--- src/rtl/split_pkg.sv ---
// -----------------------------------------------------------------------------
// split_pkg
// Shared definitions for the split range checker:
//   - mode encodings for the per-variable pass bit
//   - default slot width and the bound-table entry type {en, lo, hi}
//   - helper that derives an index width from a variable count
// -----------------------------------------------------------------------------
package split_pkg;

    localparam logic SPLIT_MODE_ALL_TRUE = 1'b0;
    localparam logic SPLIT_MODE_RANGE    = 1'b1;

    // Width of one variable slot. The bound entry below is sized by this value,
    // so a checker instantiated with a different VAR_W must keep it in step.
    localparam int SPLIT_VAR_W = 8;

    typedef struct packed {
        logic                   en;
        logic [SPLIT_VAR_W-1:0] lo;
        logic [SPLIT_VAR_W-1:0] hi;
    } split_bound_t;

    // Index width for n variables; never narrower than one bit.
    function automatic int split_idx_w(input int n);
        return (n > 1) ? $clog2(n) : 1;
    endfunction

endpackage

--- src/rtl/split_var_cmp.sv ---
// -----------------------------------------------------------------------------
// split_var_cmp
// Combinational range check for one candidate variable.
// Ports:
//   v_i     variable value (unsigned)
//   en_i    check enable; a disabled variable always passes
//   lo_i    inclusive lower bound
//   hi_i    inclusive upper bound
//   mode_i  SPLIT_MODE_ALL_TRUE forces a pass, SPLIT_MODE_RANGE checks bounds
//   pass_o  1 when the variable satisfies its constraint
// -----------------------------------------------------------------------------
module split_var_cmp
    import split_pkg::*;
#(
    parameter int VAR_W = SPLIT_VAR_W
) (
    input  logic [VAR_W-1:0] v_i,
    input  logic             en_i,
    input  logic [VAR_W-1:0] lo_i,
    input  logic [VAR_W-1:0] hi_i,
    input  logic             mode_i,
    output logic             pass_o
);

    logic in_range;

    // With lo > hi no value satisfies both compares, so an enabled variable
    // with inverted bounds always fails without any special casing.
    assign in_range = (lo_i <= v_i) && (v_i <= hi_i);
    assign pass_o   = (mode_i == SPLIT_MODE_ALL_TRUE) || !en_i || in_range;

endmodule

--- config.mk ---
export PLATFORM = sky130hd
export DESIGN_NAME = split_var_cmp
export DESIGN_NICKNAME = d
export VERILOG_FILES = /design/src/rtl/split_pkg.sv /design/src/rtl/split_var_cmp.sv
export SDC_FILE = /design/constraint.sdc
export NUM_CORES = 1
export LEC_CHECK = 0
export CORE_AREA = 5 5 42 44
export DETAILED_ROUTE_END_ITERATION = 12
export DIE_AREA = 0 0 47 49
export MAX_ROUTING_LAYER = met4
export PLACE_DENSITY_LB_ADDON = 0.3
export SYNTH_ARGS = -nofsm -noshare
export SYNTH_HDL_FRONTEND = slang
export SYNTH_SLANG_ARGS = --single-unit
--- constraint.sdc ---
create_clock -name vclk -period 3.9
set_input_delay 0.78 -clock vclk [all_inputs]
set_output_delay 0.78 -clock vclk [all_outputs]
set_load 0.05 [all_outputs]
==> run_results.csv <==
group,metric,value,unit
status,status,"finished, final reports clean",
placed_design,post-dp-hpwl,1018,µm
die,start_util,30.45,%
routing,dr.pass1.iters,4,
worst_setup_path,critPathKind,"in2out",
die,core.rowCount,14,
sta,tightest_slew,0.1667,ns
layout,clockBufferCount,0,
clocking,cts_resized,0,
worst_setup_path,crit_fanout,2,
global_routing,grt_pass1_wl,1511,µm
routing,routed_wl,1054,µm
pwr,vdd_drop_max,0.04810,mV
placed_design,placed_area,726.9,µm²
run,max_cap_viol_count,0,
layout,regArea,0,µm²
routing,drc,0,
placed_design,gp_congestion,0.7655,
die,die_y,49,µm
synth,ys_warn_count,0,
worst_setup_path,end_kind,"output pin",
global_routing,grt_overflow,0,
placed_design,port_buffers,27,
sta,relSlewSlack,88.77,%
sta,hold_viol,0,
clocking,post_cts_buffers,0,
sta,slew_viol_final,0,
sta,tns,0,ns
routing,route.vias.total,483,
sta,max_freq,0.3119,GHz
worst_setup_path,start_kind,"input port",
routing,vias_per_cell,4.879,
synth,synth_area_per_cell,7.619,µm²
worst_setup_path,worst_ep_arrival_time,2.43,ns
die,die_x,47,µm
layout,antennaDiodeCount,0,
layout,nets,127,
layout,syn2layout_area_growth,70.38,%
worst_setup_path,critPathRequiredTime,3.12,ns
routing,wire_per_inst,10.65,µm
sta,fin_crit_sh,82.21,%
sta,setup_viol,0,
sta,grt_setup_unrepaired,"false",
pwr,leakage,0.3730,nW
routing,drtIter0Drc,4,
synth,synth_area,426.7,µm²
global_routing,grt_start_max_net_pins,4,
synth,ys_seq_area_share,0,%
worst_hold_path,hold_class,"in2out",
layout,drive_gt1_share,8.434,%
clocking,ctsHoldBuffers,0,
layout,seq_cell_count,0,
global_routing,grt_usage,8.201,%
synth,ys_types,12,
die,io_pins,27,
global_routing,grt_pass1_vias,434,
die,dieArea,0.002303,mm²
layout,stdcell_area,726.9,µm²
sta,fin_crit,3.206,ns
synth,synthCells,56,
routing,antenna_left,0,
die,design.core.area,0.001401,mm²
synth,syn-num-nets,98,
global_routing,antenna_found_initial,0,
pwr,powerDensity,105.4,mW/mm²
## cells in the mapped netlist
| library cell | count | share of area, % |
|---|---|---|
| ha_1 | 16 | 47 |
| inv_1 | 16 | 14 |
| a21oi_1 | 7 | 8.2 |
| nand4_1 | 4 | 5.9 |
| nand2_1 | 3 | 2.6 |
| nor2b_4 | 2 | 6.5 |
| o211ai_2 | 2 | 5.9 |
| o22ai_1 | 2 | 2.9 |
| a21o_1 | 1 | 1.8 |
| a21oi_2 | 1 | 2.1 |
| o21ai_0 | 1 | 1.2 |
| o21ai_2 | 1 | 2.1 |
## power breakdown
part / total (W) / internal (W) / switching, W
Clock: 0 / 0 / 0
Combinational: 0.0000766 / 0.0000464 / 0.0000303
Sequential: 0 / 0 / 0
## layout by cell type, fill, tap and decap left out, drive strengths merged
cell type | synthesis | final
nand4 | 4 | 4
nor2b | 2 | 2
a21oi | 8 | 8
o21ai | 2 | 2
inv | 16 | 16
a21o | 1 | 1
buf | 0 | 1
nand2 | 3 | 3
clkdlybuf4s50 | 0 | 26
o22ai | 2 | 2
o211ai | 2 | 2
ha | 16 | 16
## kinds of logic after synthesis
kind of cell	synth area share [%]
fa+ha+maj	46.92
compound gates	24.04
simple gates	14.96
buf+inv	14.08
## worst paths after layout
path / endpoint / depth (start not counted) / start / slack (ns)
min: pass_o / 4 / en_i / 2.28
max: pass_o / 9 / v_i[1] / 0.69
## metal layers
layer / up-vias / wire [µm] / track usage [%]
met1: 210 / 445 / 10.43
met5: - / 0 / -
met3: 0 / 106 / 0.7380
met4: 0 / 0 / 0
li1: 250 / - / -
met2: 23 / 502 / 14.48
## worst max-delay path, stage by stage
cell and delay (ns):
clkdlybuf4s50_1 0.49, inv_1 0.05, ha_1 0.30, nor2b_4 0.13, o211ai_2 0.14, a21oi_2 0.07, o22ai_1 0.15, a21o_1 0.18
buf_12 0.14
## layout make-up
| cell class | count | area (µm²) |
|---|---|---|
| multi-input combinational | 40 | 366.6 |
| inverter | 16 | 60.06 |
| fill | 161 | 674.4 |
| timing repair buffer | 27 | 280.3 |
| tap | 16 | 20.02 |
## through the flow
stage	total power, W	hold slack [ns]	std cells	utilization (%)	worst slack (ns)
finish	0.00007665	2.277	99	51.88	0.6939
floorplan	0.00003932	1.898	56	-	1.175
CTS	0.00007749	2.284	99	51.88	0.6968
global route	0.00008392	2.314	99	51.88	0.6061
global placement	0.00007572	2.272	99	51.88	0.7093
detailed placement	0.00007726	2.277	99	51.88	0.7019
Note: power is estimated with default switching activity, not from simulation.
